`config.mk`:
```
export PLATFORM = sky130hd
export DESIGN_NAME = imem_loader
export DESIGN_NICKNAME = d
export VERILOG_FILES = /design/src/rtl/imem_loader.sv
export SDC_FILE = /design/constraint.sdc
export NUM_CORES = 1
export LEC_CHECK = 0
export CORE_MARGIN = 5
export CORE_UTILIZATION = 59
export CTS_CLUSTER_SIZE = 30
export DETAILED_ROUTE_END_ITERATION = 16
export PLACE_DENSITY = 0.84
export SYNTH_ARGS = -nofsm -noshare
export SYNTH_HDL_FRONTEND = slang
export SYNTH_SLANG_ARGS = --single-unit
```
`constraint.sdc`:
```
create_clock -name clk -period 6.2 [get_ports clk]
set_clock_uncertainty 0.2 [all_clocks]
set_input_delay 1.55 -clock clk [delete_from_list [all_inputs] [get_ports clk]]
set_output_delay 1.55 -clock clk [all_outputs]
set_load 0.01 [all_outputs]
```
`src/rtl/imem_loader.sv`:
```
// Instruction memory loader: packs a byte stream into 32-bit words, writes them
// to consecutive word addresses and holds the core stalled until the load ends.
module imem_loader #(
  parameter int unsigned ADDRW      = 5,
  parameter bit          BIG_ENDIAN = 1'b1
) (
  input  logic             clk,
  input  logic             rst_n,
  input  logic             start,
  input  logic             in_valid,
  input  logic [7:0]       in_data,
  input  logic             in_last,
  output logic             in_ready,
  output logic             we,
  output logic [ADDRW-1:0] waddr,
  output logic [31:0]      wdata,
  output logic             cpu_stall,
  output logic             busy,
  output logic             done,
  output logic             err,
  output logic [ADDRW-2:0] words
);

  localparam int unsigned WORDW = ADDRW - 1;
  localparam logic [ADDRW-1:0] LAST_ADDR = {{(ADDRW-2){1'b1}}, 2'b00};

  typedef enum logic [1:0] {IDLE, RECV, WRITE, FINISH} state_e;

  state_e           state_q, state_d;
  logic [ADDRW-1:0] addr_q, addr_d;
  logic [1:0]       cnt_q, cnt_d;
  logic [31:0]      asm_q, asm_d;
  logic             last_q, last_d;
  logic             err_q, err_d;
  logic [WORDW-1:0] words_q, words_d;
  logic             in_ready_q, in_ready_d;
  logic             we_q, we_d;
  logic [ADDRW-1:0] waddr_q, waddr_d;
  logic [31:0]      wdata_q, wdata_d;
  logic             cpu_stall_q, cpu_stall_d;
  logic             busy_q, busy_d;
  logic             done_q, done_d;
  logic [1:0]       lane;

  // Next-state, datapath and registered-output decode
  always_comb begin
    state_d = state_q;
    addr_d  = addr_q;
    cnt_d   = cnt_q;
    asm_d   = asm_q;
    last_d  = last_q;
    err_d   = err_q;
    words_d = words_q;
    waddr_d = waddr_q;
    wdata_d = wdata_q;
    lane    = BIG_ENDIAN ? (2'd3 - cnt_q) : cnt_q;

    case (state_q)
      IDLE: begin
        if (start) begin
          state_d = RECV;
          addr_d  = '0;
          cnt_d   = '0;
          asm_d   = '0;
          last_d  = 1'b0;
          err_d   = 1'b0;
          words_d = '0;
        end
      end
      RECV: begin
        if (in_valid && in_ready_q) begin
          asm_d[{lane, 3'b000} +: 8] = in_data;
          cnt_d  = cnt_q + 2'd1;
          last_d = in_last;
          if (cnt_q == 2'd3 || in_last) begin
            state_d = WRITE;
            waddr_d = addr_q;
            wdata_d = asm_d;
            if (in_last && cnt_q != 2'd3) err_d = 1'b1;
          end
        end
      end
      WRITE: begin
        asm_d   = '0;
        cnt_d   = '0;
        words_d = words_q + WORDW'(1);
        // The final slot never advances addr, so a load cannot wrap onto word 0
        if (addr_q == LAST_ADDR) begin
          state_d = FINISH;
          if (!last_q) err_d = 1'b1;
        end else begin
          addr_d  = addr_q + ADDRW'(4);
          state_d = last_q ? FINISH : RECV;
        end
      end
      FINISH:  state_d = IDLE;
      default: state_d = IDLE;
    endcase

    in_ready_d  = (state_d == RECV);
    we_d        = (state_d == WRITE);
    cpu_stall_d = (state_d == RECV) || (state_d == WRITE);
    busy_d      = (state_d != IDLE);
    done_d      = (state_d == FINISH);
  end

  always_ff @(posedge clk or negedge rst_n) begin
    if (!rst_n) begin
      state_q     <= IDLE;
      addr_q      <= '0;
      cnt_q       <= '0;
      asm_q       <= '0;
      last_q      <= 1'b0;
      err_q       <= 1'b0;
      words_q     <= '0;
      in_ready_q  <= 1'b0;
      we_q        <= 1'b0;
      waddr_q     <= '0;
      wdata_q     <= '0;
      cpu_stall_q <= 1'b0;
      busy_q      <= 1'b0;
      done_q      <= 1'b0;
    end else begin
      state_q     <= state_d;
      addr_q      <= addr_d;
      cnt_q       <= cnt_d;
      asm_q       <= asm_d;
      last_q      <= last_d;
      err_q       <= err_d;
      words_q     <= words_d;
      in_ready_q  <= in_ready_d;
      we_q        <= we_d;
      waddr_q     <= waddr_d;
      wdata_q     <= wdata_d;
      cpu_stall_q <= cpu_stall_d;
      busy_q      <= busy_d;
      done_q      <= done_d;
    end
  end

  assign in_ready  = in_ready_q;
  assign we        = we_q;
  assign waddr     = waddr_q;
  assign wdata     = wdata_q;
  assign cpu_stall = cpu_stall_q;
  assign busy      = busy_q;
  assign done      = done_q;
  assign err       = err_q;
  assign words     = words_q;

endmodule

```
==> reports/results.ini <==
[synth]
avgSynthCellArea_um2 = 9.54
yosysTopAreaCell = dfrtp_1
synth_cell_types = 39
synthTopCellsByArea = dfrtp_1 (51%), o21ai_0 (8.9%), a21oi_1 (6.9%), nand2_1 (6.7%), ha_1 (5.1%)
synth-seq-cells = 85
ys.warnings.count = 0
synth_area_um2 = 4140
syn_inst = 434
yosysSeqAreaShare_pct = 51.4
yosys.area.top_type_share_pct = 51.4

[worst_setup_path]
start_kind = input pin
crit_required_ns = 6.29
rr_worst_depth = 5
critical_path.endpoint_type = flip-flop
crit_fanout = 36
r2r_setup_slack_ns = 3.01
path_class = input pin to flip-flop
worst_ep_arrival_time_ns = 3.68

[clock_tree]
cts_setup_buffers = 0
tritoncts = built
post_cts_resized = 0
cts-htree-levels = 3
clk_path_buf_depth = 2
cts.sinks = 85
cts_made_buffers = 9
root_buffer = clkbuf_8
clk_pin_slew_ns = 0.08
hold_buffers = 0
clock_latency_ns = 0.36

[sta]
whs_ns = 0.278
fmax_mhz = 279
relSlewSlack_pct = 15.9
tightestPinTransition_ns = 1.26
setup-violations-final = 0
fin_tns_setup_ns = 0
drv_slew = 0
finalCritPeriodShare_pct = 57.9
hold_violations = 0
rsz0062_at_grt = false
timing.final.crit_period_ns = 3.59

[grt]
grt_first_pass_wirelength_um = 15600
grt_pass1_vias = 3275
grt.total_usage_pct = 22.4
antenna_found_initial = 0
grt_max_degree = 86
grt_overflow = 0

[route]
totalWireLength_um = 8990
top_layer = met4
m1WireLength_um = 3940
met3_wirelength_um = 475
vias = 3232
drc_errors = 0
wl_met2_um = 4290
via_per_inst = 5.64
first_iter_violations = 214
ant_nets = 0
routedWlPerCell_um = 15.7
drt_pre_antenna_iters = 4

[placement]
port_buffers = 57
gp_congestion = 0.862
dpl.hpwl_um = 5960

[die]
fp-row-count = 30
io_pins = 60
core-area_um2 = 6790
start_util_pct = 60.9
die_h_um = 93.8
fp.dieArea_um2 = 8790
die_w_um = 93.8

[worst_hold_path]
hp-class = flip-flop to flip-flop
min_path_cells = 2

[final_layout]
n_antenna_cell = 0
nets = 503
syn_to_final_growth_pct = 18.1
layout-drive-gt1-share_pct = 6.08

[power]
power.leakage_nw = 2.09
peakVddDrop_uv = 404
power.density_nw_per_um2 = 445

[status]
status = complete, no violations

[flow_run]
maxCapViolations = 0

## through the flow
stage / util, % / power [mW] / setup slack (ns) / instances / cell area (um^2)
after floorplan: - / 1.43 / 3.17 / 435 / 4140
final: 72.0 / 2.18 / 2.61 / 573 / 4890
after CTS: 72.0 / 2.18 / 2.64 / 573 / 4890
after global placement: 68.8 / 1.72 / 2.34 / 558 / 4680
after global routing: 72.0 / 2.34 / 2.43 / 573 / 4890
after detailed placement: 68.8 / 1.76 / 2.25 / 558 / 4680
## cell usage in the layout (no fill, tap or decap), drive strengths merged, types with 2 or more instances in the layout
cell type / n
bufinv: 2
nand2b: 4
and4b: 2
nor3: 3
a21oi: 57
a31oi: 7
nor2: 7
inv: 7
and3: 2
dfrtp: 85
nor2b: 33
a221oi: 2
ha: 17
mux2: 5
nor4b: 4
clkdlybuf4s50: 56
a22o: 4
conb: 2
clkbuf: 11
o21ai: 76
buf: 2
nand2: 74
## path summary, 6_finish.rpt
path,endpoint,start
setup reg to reg,waddr[2]$_DFFE_PN0P_,state_q[1]$_DFF_PN0_
max in group asynchronous,cnt_q[0]$_DFFE_PN0P_,rst_n
hold / removal,wdata[20]$_DFFE_PN0P_,wdata[20]$_DFFE_PN0P_
min in group asynchronous,wdata[21]$_DFFE_PN0P_,rst_n
hold reg to reg,wdata[20]$_DFFE_PN0P_,wdata[20]$_DFFE_PN0P_
setup / recovery,asm_q[30]$_DFFE_PN0P_,start
## final cells by class
cell class | count | area [um^2]
multi-input cells | 312 | 1830
inverters | 7 | 26.3
repair buffers | 58 | 576
flip-flops and latches | 85 | 2130
well taps | 96 | 120
fillers | 510 | 1900
clock inverters | 4 | 72.6
clock buffers | 11 | 141
## critical path: stages
cell             delay (ns)
clkdlybuf4s50_1        0.48
nor2b_1                0.77
or3_1                  0.26
buf_4                  0.37
o21ai_0                0.16
o21ai_0                0.09
## routing by layer
metal	GRT usage [%]	vias to the layer above
met5	0	-
met4	11.0	0
met3	3.77	27
met2	36.2	97
met1	29.2	1535
li1	-	1573
## cells in the mapped netlist, drive strengths merged
master   n
or2      1
or3      1
a221oi   2
mux2     5
a22o     4
dfrtp   85
ha      17
o32ai    1
inv      7
a32o     1
a21boi   1
a21oi   57
nor2     7
and4bb   1
conb     1
a21o     1
nand3    1
nand2b   4
and4b    2
buf     21
clkbuf  10
a22oi    1
nand2   74
o211ai   1
nor3     3
nand3b   1
a221o    1
and3     2
nor2b   33
nand4    1
o21ai   76
nor4b    4
a31oi    7
## state kept, by name, summed over array words and instances, names as in the netlist, 2 cells and up
register,cells
waddr,3
addr_q,3
wdata,32
state_q,2
cnt_q,2
asm_q,32
words,4
## power by group
part | total, mW | leakage [nW] | switching [mW] | internal [mW]
Combinational | 0.927 | 0.830 | 0.543 | 0.384
Sequential | 0.815 | 1.16 | 0.0944 | 0.721
Clock | 0.434 | 0.105 | 0.198 | 0.235
## kinds of logic after synthesis
logic type,count (synthesis),share of synthesized area [%]
AOI/OAI and AO/OA,153,20.2
adders and majority gates,17,5.14
buffers and inverters,38,4.56
DFF,85,51.4
muxes,5,1.36
other,1,0.0906
and+or+nand+nor,135,17.2
(Power assumes the default switching activity.)
